**config.mk**
```make
export PLATFORM = sky130hd
export DESIGN_NAME = audio_stream_ctrl
export DESIGN_NICKNAME = d
export VERILOG_FILES = /design/src/rtl/audio_stream_pkg.sv /design/src/rtl/audio_stream_ctrl_sync.sv /design/src/rtl/audio_stream_ctrl.sv
export SDC_FILE = /design/constraint.sdc
export NUM_CORES = 1
export LEC_CHECK = 0
export CORE_ASPECT_RATIO = 1.1
export CORE_MARGIN = 10
export CORE_UTILIZATION = 45
export CTS_CLUSTER_SIZE = 8
export DETAILED_ROUTE_END_ITERATION = 10
export HOLD_SLACK_MARGIN = 0.06
export MAX_ROUTING_LAYER = met4
export PLACE_DENSITY = 0.69
export SLEW_MARGIN = 20
export SYNTH_ARGS = -nofsm -noshare
export SYNTH_HDL_FRONTEND = slang
export SYNTH_SLANG_ARGS = --single-unit
export TNS_END_PERCENT = 5
```
**constraint.sdc**
```tcl
create_clock -name clk_i -period 5.4 [get_ports clk_i]
set_input_delay 0.54 -clock clk_i [delete_from_list [all_inputs] [get_ports clk_i]]
set_output_delay 0.54 -clock clk_i [all_outputs]
set_load 0.01 [all_outputs]
```
**src/rtl/audio_stream_pkg.sv**
```systemverilog
// audio_stream_pkg
//   Shared definitions for the audio stream sequencer:
//     - state_e          : sequencer state encoding
//     - HDR_MAGIC_DEFAULT: default first header byte
//     - BD_*             : bit-depth codes (0=16, 1=24, 2=32, 3=DoP)
//     - CFG_*            : bit positions inside the CFG header byte
//     - bytes_per_frame(): stereo frame size in bytes for a bit-depth code
//     - len_frame_ok()   : LEN is a whole number of frames (no divider)
package audio_stream_pkg;

    typedef enum logic [2:0] {
        ST_IDLE    = 3'd0,
        ST_HDR_CFG = 3'd1,
        ST_HDR_LEN = 3'd2,
        ST_CHECK   = 3'd3,
        ST_STREAM  = 3'd4,
        ST_SKIP    = 3'd5,
        ST_DRAIN   = 3'd6
    } state_e;

    localparam logic [7:0] HDR_MAGIC_DEFAULT = 8'hA5;

    localparam logic [1:0] BD_16  = 2'd0;
    localparam logic [1:0] BD_24  = 2'd1;
    localparam logic [1:0] BD_32  = 2'd2;
    localparam logic [1:0] BD_DOP = 2'd3;

    localparam int CFG_RSV_HI = 7;
    localparam int CFG_RSV_LO = 6;
    localparam int CFG_SR_HI  = 5;
    localparam int CFG_SR_LO  = 3;
    localparam int CFG_BD_HI  = 2;
    localparam int CFG_BD_LO  = 1;
    localparam int CFG_CH     = 0;

    function automatic logic [3:0] bytes_per_frame(input logic [1:0] bd);
        logic [3:0] f;
        case (bd)
            BD_16:   f = 4'd4;
            BD_24:   f = 4'd6;
            BD_32:   f = 4'd8;
            default: f = 4'd6;   // DoP carries 24-bit containers
        endcase
        return f;
    endfunction

    // Frame sizes 4 and 8 are powers of two; 6 needs "even and divisible
    // by 3". Since 4 == 1 (mod 3), the sum of the base-4 digits keeps the
    // residue; two folds bring it into 0..9 where a constant compare works.
    function automatic logic len_frame_ok(input logic [31:0] len, input logic [1:0] bd);
        logic [5:0] s1;
        logic [3:0] s2;
        logic       div3;
        logic       ok;
        s1 = '0;
        for (int i = 0; i < 16; i++) begin
            s1 = s1 + {4'd0, len[2*i +: 2]};
        end
        s2   = {2'b00, s1[5:4]} + {2'b00, s1[3:2]} + {2'b00, s1[1:0]};
        div3 = (s2 == 4'd0) || (s2 == 4'd3) || (s2 == 4'd6) || (s2 == 4'd9);
        case (bytes_per_frame(bd))
            4'd4:    ok = (len[1:0] == 2'b00);
            4'd8:    ok = (len[2:0] == 3'b000);
            default: ok = (len[0] == 1'b0) && div3;
        endcase
        return ok;
    endfunction

endpackage

```
**src/rtl/audio_stream_ctrl_sync.sv**
```systemverilog
// sync_2ff
//   Two-flop synchronizer for a single asynchronous level.
//   Ports: clk_i (destination clock), reset_n_i (async active-low reset),
//          d_i (asynchronous input), q_o (synchronized output).
module sync_2ff (
    input  logic clk_i,
    input  logic reset_n_i,
    input  logic d_i,
    output logic q_o
);

    logic meta_q;
    logic sync_q;

    always_ff @(posedge clk_i or negedge reset_n_i) begin
        if (!reset_n_i) begin
            meta_q <= 1'b0;
            sync_q <= 1'b0;
        end else begin
            meta_q <= d_i;
            sync_q <= meta_q;
        end
    end

    assign q_o = sync_q;

endmodule

```
**src/rtl/audio_stream_ctrl.sv**
```systemverilog
// audio_stream_ctrl
//   Parses a 6-byte header (MAGIC, CFG, LEN[31:0] MSB first) from the host
//   byte stream, validates it, forwards exactly LEN payload bytes into the
//   transmitter FIFO, then holds the configuration until the transmitter
//   has started and stopped streaming.
//
//   Host input handshake: a byte moves when in_valid_i & in_ready_o are both
//   high at a rising clk_i edge; in_data_i must be stable while in_valid_i is
//   high; in_ready_o never depends on in_valid_i.
//
//   Ports:
//     clk_i, reset_n_i         clock, async active-low reset
//     in_valid_i/in_data_i/in_ready_o   host byte stream
//     fifo_wr_en_o/fifo_wr_data_o       FIFO write port (1 cycle after accept)
//     fifo_afull_i/fifo_full_i          FIFO back-pressure
//     streaming_i              transmitter streaming flag (asynchronous)
//     sample_rate_o/bit_depth_o/channels_o  latched configuration
//     busy_o, hdr_err_o        status
//     stream_cnt_o, err_cnt_o  saturating counters (AUDIO_STREAM_CTRL_STATS_EN)
//     dbg_state_o              current sequencer state
//
//   Build option: AUDIO_STREAM_CTRL_STATS_EN enables the two counters;
//   without it both counter outputs are tied to zero.
module audio_stream_ctrl
    import audio_stream_pkg::*;
#(
    parameter logic [7:0] HDR_MAGIC = HDR_MAGIC_DEFAULT,
    parameter int          LEN_W     = 32
) (
    input  logic        clk_i,
    input  logic        reset_n_i,
    input  logic        in_valid_i,
    input  logic [7:0]  in_data_i,
    output logic        in_ready_o,
    output logic        fifo_wr_en_o,
    output logic [7:0]  fifo_wr_data_o,
    input  logic        fifo_afull_i,
    input  logic        fifo_full_i,
    input  logic        streaming_i,
    output logic [2:0]  sample_rate_o,
    output logic [1:0]  bit_depth_o,
    output logic        channels_o,
    output logic        busy_o,
    output logic        hdr_err_o,
    output logic [15:0] stream_cnt_o,
    output logic [15:0] err_cnt_o,
    output logic [2:0]  dbg_state_o
);

    state_e           state_q, state_d;
    logic [7:0]       cfg_q, cfg_d;
    logic [31:0]      len_q, len_d;
    logic [1:0]       idx_q, idx_d;
    logic [LEN_W-1:0] rem_q, rem_d;
    logic             wr_en_q, wr_en_d;
    logic [7:0]       wr_data_q, wr_data_d;
    logic [2:0]       sr_q, sr_d;
    logic [1:0]       bd_q, bd_d;
    logic             ch_q, ch_d;
    logic             err_q, err_d;
    logic             seen_q, seen_d;
    logic             rdy_en_q;
    logic             in_ready;
    logic             accept;
    logic             streaming_sync;
    logic             rsv_ok;
    logic             hdr_ok;

    sync_2ff u_sync_streaming (
        .clk_i    (clk_i),
        .reset_n_i(reset_n_i),
        .d_i      (streaming_i),
        .q_o      (streaming_sync)
    );

    assign rsv_ok = (cfg_q[CFG_RSV_HI:CFG_RSV_LO] == 2'b00);
    assign hdr_ok = rsv_ok && (len_q != 32'd0) &&
                    len_frame_ok(len_q, cfg_q[CFG_BD_HI:CFG_BD_LO]);

    always_comb begin
        in_ready = 1'b0;
        case (state_q)
            ST_IDLE, ST_HDR_CFG, ST_HDR_LEN, ST_SKIP: in_ready = 1'b1;
            ST_STREAM: in_ready = ~fifo_afull_i & ~fifo_full_i;
            default:   in_ready = 1'b0;
        endcase
    end

    // rdy_en_q holds ready low during reset and until the first clock edge
    // after release.
    assign in_ready_o = in_ready & rdy_en_q;
    assign accept     = in_valid_i & in_ready_o;

    always_comb begin
        state_d   = state_q;
        cfg_d     = cfg_q;
        len_d     = len_q;
        idx_d     = idx_q;
        rem_d     = rem_q;
        wr_en_d   = 1'b0;
        wr_data_d = wr_data_q;
        sr_d      = sr_q;
        bd_d      = bd_q;
        ch_d      = ch_q;
        err_d     = 1'b0;
        seen_d    = seen_q;
        case (state_q)
            ST_IDLE: begin
                if (accept && (in_data_i == HDR_MAGIC)) state_d = ST_HDR_CFG;
            end
            ST_HDR_CFG: begin
                if (accept) begin
                    cfg_d   = in_data_i;
                    idx_d   = 2'd0;
                    state_d = ST_HDR_LEN;
                end
            end
            ST_HDR_LEN: begin
                if (accept) begin
                    len_d = {len_q[23:0], in_data_i};
                    idx_d = idx_q + 2'd1;
                    if (idx_q == 2'd3) state_d = ST_CHECK;
                end
            end
            ST_CHECK: begin
                rem_d = LEN_W'(len_q);
                if (hdr_ok) begin
                    sr_d    = cfg_q[CFG_SR_HI:CFG_SR_LO];
                    bd_d    = cfg_q[CFG_BD_HI:CFG_BD_LO];
                    ch_d    = cfg_q[CFG_CH];
                    state_d = ST_STREAM;
                end else begin
                    err_d = 1'b1;
                    // Bad reserved bits mean the header itself is untrusted,
                    // and a zero length has nothing to skip.
                    if (!rsv_ok || (len_q == 32'd0)) begin
                        rem_d   = '0;
                        state_d = ST_IDLE;
                    end else begin
                        state_d = ST_SKIP;
                    end
                end
            end
            ST_STREAM: begin
                if (accept) begin
                    wr_en_d   = 1'b1;
                    wr_data_d = in_data_i;
                    rem_d     = rem_q - LEN_W'(1);
                    if (rem_q == LEN_W'(1)) begin
                        seen_d  = 1'b0;
                        state_d = ST_DRAIN;
                    end
                end
            end
            ST_SKIP: begin
                if (accept) begin
                    rem_d = rem_q - LEN_W'(1);
                    if (rem_q == LEN_W'(1)) state_d = ST_IDLE;
                end
            end
            ST_DRAIN: begin
                // Exit only after a full high-then-low cycle of the flag.
                if (streaming_sync) begin
                    seen_d = 1'b1;
                end else if (seen_q) begin
                    seen_d  = 1'b0;
                    state_d = ST_IDLE;
                end
            end
            default: state_d = ST_IDLE;
        endcase
    end

    always_ff @(posedge clk_i or negedge reset_n_i) begin
        if (!reset_n_i) begin
            state_q   <= ST_IDLE;
            cfg_q     <= '0;
            len_q     <= '0;
            idx_q     <= '0;
            rem_q     <= '0;
            wr_en_q   <= 1'b0;
            wr_data_q <= '0;
            sr_q      <= '0;
            bd_q      <= '0;
            ch_q      <= 1'b0;
            err_q     <= 1'b0;
            seen_q    <= 1'b0;
            rdy_en_q  <= 1'b0;
        end else begin
            state_q   <= state_d;
            cfg_q     <= cfg_d;
            len_q     <= len_d;
            idx_q     <= idx_d;
            rem_q     <= rem_d;
            wr_en_q   <= wr_en_d;
            wr_data_q <= wr_data_d;
            sr_q      <= sr_d;
            bd_q      <= bd_d;
            ch_q      <= ch_d;
            err_q     <= err_d;
            seen_q    <= seen_d;
            rdy_en_q  <= 1'b1;
        end
    end

    assign fifo_wr_en_o   = wr_en_q;
    assign fifo_wr_data_o = wr_data_q;
    assign sample_rate_o  = sr_q;
    assign bit_depth_o    = bd_q;
    assign channels_o     = ch_q;
    assign busy_o         = (state_q != ST_IDLE);
    assign hdr_err_o      = err_q;
    assign dbg_state_o    = state_q;

`ifdef AUDIO_STREAM_CTRL_STATS_EN
    logic [15:0] stream_cnt_q;
    logic [15:0] err_cnt_q;
    logic        stream_done;

    assign stream_done = (state_q == ST_DRAIN) && (state_d == ST_IDLE);

    always_ff @(posedge clk_i or negedge reset_n_i) begin
        if (!reset_n_i) begin
            stream_cnt_q <= '0;
            err_cnt_q    <= '0;
        end else begin
            if (stream_done && (stream_cnt_q != 16'hFFFF)) stream_cnt_q <= stream_cnt_q + 16'd1;
            if (err_q && (err_cnt_q != 16'hFFFF))          err_cnt_q    <= err_cnt_q + 16'd1;
        end
    end

    assign stream_cnt_o = stream_cnt_q;
    assign err_cnt_o    = err_cnt_q;
`else
    assign stream_cnt_o = 16'd0;
    assign err_cnt_o    = 16'd0;
`endif

endmodule

```
==> impl_results.md <==
* Fraction of final layout cells sized beyond drive strength 1 at 20.55%
* Antenna violations before repair at 0
* Number of iterations in the first detailed-routing pass at 5
* Power Dens Cells at 534.5 nW/um^2
* Cell accounting for the most synthesized area: sky130_fd_sc_hd__dfrtp_1
* Slew Limit Headroom at 32.17%
* Initial Utilization at 46.16%
* Final Hold Vio Count at 0
* Share of the clock period used by the worst path after layout at 108.3%
* Worst hold slack after final layout at 0.07188 ns
* Launch point of the worst reg-to-reg path: len_q[29]$_DFFE_PN0P_
* Max-cap violations at 0
* Total overflow reported by the global router at 0
* Final-report max-slew violation count at 0
* CTS root buffer: sky130_fd_sc_hd__clkbuf_16
* Count of flip-flops with a built-in enable after synthesis at 0
* Via count at 4,497
* DR iter-0 viols at 442
* Fillcell total at 1,074
* Count of input and output buffers at 34
* RSZ-0062 raised after global routing: true
* Via count of the first global-routing pass at 4,605
* H-tree level count at 3
* Share of the synthesized area in the top cell type at 41.60%
* Class of the most critical setup path: reg -> reg
* DR vias/cell at 5.803
* Final Skew at 0.01008 ns
* Pin count of the biggest net entering global routing at 73
* Storage element area at 2427 sq um
* Final Util at 53.93%
* Synth top cells by count: sky130_fd_sc_hd__dfrtp_1 (97), sky130_fd_sc_hd__inv_1 (50), sky130_fd_sc_hd__mux2_2 (43), sky130_fd_sc_hd__o21ai_0 (42), sky130_fd_sc_hd__nand2_1 (36)
* Internal reg-to-reg setup slack at -0.45 ns
* Most used standard cell by instance count after synthesis: sky130_fd_sc_hd__dfrtp_1
* #FFs+latches synth at 97
* Time the final worst path needs with I/O delays and setup at 5.848 ns
* Data arrival time at the worst-slack endpoint at 6.09 ns
* Clock tree sinks at 97
* Clock Latency Late Sink at 0.36 ns
* Worst hold-check path type: in -> async
* Failing checks: negative setup slack
* Post-Synthesis Cells at 553
* Total Routed Length at 14,590 um
* Synth async-reset ratio at 100.0%
* Clock tree from TritonCTS: done
* Core Area at 12,640 sq um
* R2r endpoint: sample_rate_o[1]$_DFFE_PN0P_
* Gpl congestion at 0.8906
* Global-route wire length before repair at 23,800 um
* Kind of launch point of the worst setup path: flip-flop
* Antenna-violating nets left at 0
* Met2 routing resource usage after global routing at 26.17%
* Cell depth of the worst flop-to-flop path at 24
* DIE AREA at 17,930 sq um
* Critical path peak fanout at 6
* Average size of a mapped cell at 10.55 sq um
* Number of clock buffers inserted by TritonCTS at 9
* Maximum ir drop on the vdd rail at 0.0005171 V
* Outcome: finished with violations
* Total number of nets in the final design at 669
* Number of antenna cells inserted at 0
* Leakage power figure at 3.064 nW
* Register clock-pin slew on the reported worst setup and hold paths at 0.07 ns
* Transition time of the tightest slew-check pin at 1.010 ns
* Synthesized area at 5836 sq um
* Horizontal die dimension at 128.6 um
* Gr busiest metal: met2
* Maximum clock rate at 171.0 MHz
* P&R area growth vs syn at 16.85%
* Most area-consuming cells after synthesis: sky130_fd_sc_hd__dfrtp_1 (42%), sky130_fd_sc_hd__fa_1 (9.6%), sky130_fd_sc_hd__mux2_2 (8.3%)
* Half-perimeter wire length after detailed placement at 10,800 um
* DRC errors left at 0
* Required @ worst endpoint at 5.65 ns
* Met1 Resource Use GR at 21.10%
* Number of placement rows at 43
* Yosys warning total at 0
* Detailed-route wire length per cell at 18.82 um
* Global-route track usage on met3 at 3.723%
* # setup viols final at 8
* Overall fraction of global-route tracks in use at 16.94%
* Number of different library cells in the post-synthesis netlist at 64
* Worst Setup End Kind: flip-flop
* Top-Level Pins at 67
* Final Power at 3.645 mW
* Area of the multi-input gates at 3054 sq um
* Buffers from clock root to sink, at most at 2
* Dominant synthesized flop cell: sky130_fd_sc_hd__dfrtp_1
* Slack of the critical path at -0.4476 ns
* Portion of the post-synthesis area used by sequential elements at 41.60%
* Die extent in y at 139.4 um
[metal layers]
metal	vias up	wire [um]	part of all wire (%)
li1	2039	-	-
met1	2251	6050	41
met2	179	7184	49
met3	28	975	6.7
met4	0	376	2.6
met5	-	0	0
[layout make-up]
class / count / share of cell area, %
Inverter: 50 / 2.752
Tap cell: 157 / 2.881
Multi-Input combinational cell: 381 / 44.79
Clock buffer: 9 / 3.303
Timing Repair Buffer: 74 / 9.413
Sequential cell: 97 / 35.60
Clock inverter: 7 / 1.266
[registers in the layout, indices dropped and copies added (netlist names), 2 cells and up]
name	count
bit_depth_o	2
idx_q	2
sample_rate_o	3
cfg_q	8
len_q	32
fifo_wr_data_o	8
dbg_state_o	3
rem_q	32
[repair_timing]
item / 4_1_cts / 5_1_grt
pin swaps: 0 / 2
resized for setup: 4 / 1
buffers inserted: 0 / 0
hold buffers: 0 / 0
endpoints found under the setup margin: 8 / 8
[critical path, stage by stage (launching register included)]
cell and delay [ns]:
sky130_fd_sc_hd__dfrtp_1 0.37, sky130_fd_sc_hd__inv_2 0.06, sky130_fd_sc_hd__fa_1 0.49, sky130_fd_sc_hd__fa_1 0.49
sky130_fd_sc_hd__inv_1 0.05, sky130_fd_sc_hd__fa_1 0.46, sky130_fd_sc_hd__fa_1 0.55, sky130_fd_sc_hd__inv_1 0.05
sky130_fd_sc_hd__fa_1 0.43, sky130_fd_sc_hd__inv_1 0.07, sky130_fd_sc_hd__ha_2 0.18, sky130_fd_sc_hd__inv_2 0.04
sky130_fd_sc_hd__fa_2 0.36, sky130_fd_sc_hd__nor2b_1 0.11, sky130_fd_sc_hd__o21ai_1 0.08, sky130_fd_sc_hd__nand2b_1 0.11
sky130_fd_sc_hd__fa_1 0.40, sky130_fd_sc_hd__ha_2 0.21, sky130_fd_sc_hd__ha_4 0.26, sky130_fd_sc_hd__mux2i_1 0.06
sky130_fd_sc_hd__mux2i_1 0.17, sky130_fd_sc_hd__a31oi_2 0.14, sky130_fd_sc_hd__nor2_2 0.12, sky130_fd_sc_hd__buf_6 0.14
sky130_fd_sc_hd__mux2_2 0.33
[cell families (layout without fill, tap and decap cells)]
| kind of cell | after synthesis | after routing | synth area share (%) |
|---|---|---|---|
| AND/OR/NAND/NOR | 141 | 141 | 13.25 |
| AO/OA/AOI/OAI | 113 | 113 | 13.66 |
| buffers and inverters | 106 | 140 | 9.005 |
| flip-flops | 97 | 97 | 41.60 |
| multiplexers | 48 | 48 | 9.155 |
| adder cells (fa/ha/maj) | 42 | 42 | 12.61 |
| XOR/XNOR | 4 | 4 | 0.6005 |
| other | 2 | 33 | 0.1287 |
[layout by cell type (no fill, tap or decap), types with 4 or more instances in the layout]
cell type,instances
sky130_fd_sc_hd__fa_1,27
sky130_fd_sc_hd__mux2_2,43
sky130_fd_sc_hd__clkbuf_16,9
sky130_fd_sc_hd__o211ai_1,4
sky130_fd_sc_hd__inv_1,44
sky130_fd_sc_hd__ha_1,10
sky130_fd_sc_hd__o221ai_1,6
sky130_fd_sc_hd__nand2b_1,4
sky130_fd_sc_hd__a221o_1,14
sky130_fd_sc_hd__nand3_1,6
sky130_fd_sc_hd__buf_4,40
sky130_fd_sc_hd__nor3_1,8
sky130_fd_sc_hd__nand3b_1,4
sky130_fd_sc_hd__nand2_1,36
sky130_fd_sc_hd__conb_1,33
sky130_fd_sc_hd__o311ai_0,8
sky130_fd_sc_hd__o21ai_0,41
sky130_fd_sc_hd__nor2_1,23
sky130_fd_sc_hd__or3_1,6
sky130_fd_sc_hd__or4_1,5
sky130_fd_sc_hd__clkdlybuf4s50_1,33
sky130_fd_sc_hd__inv_2,6
sky130_fd_sc_hd__a21oi_1,8
sky130_fd_sc_hd__nor4_1,17
sky130_fd_sc_hd__mux2i_1,5
sky130_fd_sc_hd__nand4_1,6
sky130_fd_sc_hd__dfrtp_1,97
[power by group]
group | switching (mW) | internal [mW] | total [mW]
Clock | 0.308 | 0.369 | 0.677
Combinational | 0.986 | 0.977 | 1.96
Sequential | 0.136 | 0.870 | 1.01
[per-stage QoR]
step,setup slack [ns],std cells,TNS [ns],area [sq um]
final,-0.4476,775,-3.178,6819
after floorplan,-0.1675,584,-1.166,5977
after CTS,-0.4782,775,-3.361,6808
after detailed placement,-0.5050,759,-3.552,6479
after global routing,-0.7216,775,-5.363,6819
after global placement,-0.3920,759,-2.729,6479
[how the worst max path moves through the flow]
stage	start	to	slack [ns]	cells past startpoint
after floorplan	len_q[29]$_DFFE_PN0P_	bit_depth_o[0]$_DFFE_PN0P_	-0.17	23
after global placement	len_q[29]$_DFFE_PN0P_	sample_rate_o[0]$_DFFE_PN0P_	-0.39	24
after detailed placement	len_q[29]$_DFFE_PN0P_	dbg_state_o[0]$_DFFE_PN0P_	-0.50	24
after CTS	len_q[29]$_DFFE_PN0P_	sample_rate_o[2]$_DFFE_PN0P_	-0.48	24
after global routing	len_q[1]$_DFFE_PN0P_	sample_rate_o[1]$_DFFE_PN0P_	-0.72	24
final	len_q[29]$_DFFE_PN0P_	sample_rate_o[1]$_DFFE_PN0P_	-0.45	24
Power figures use the tool's default switching activity.
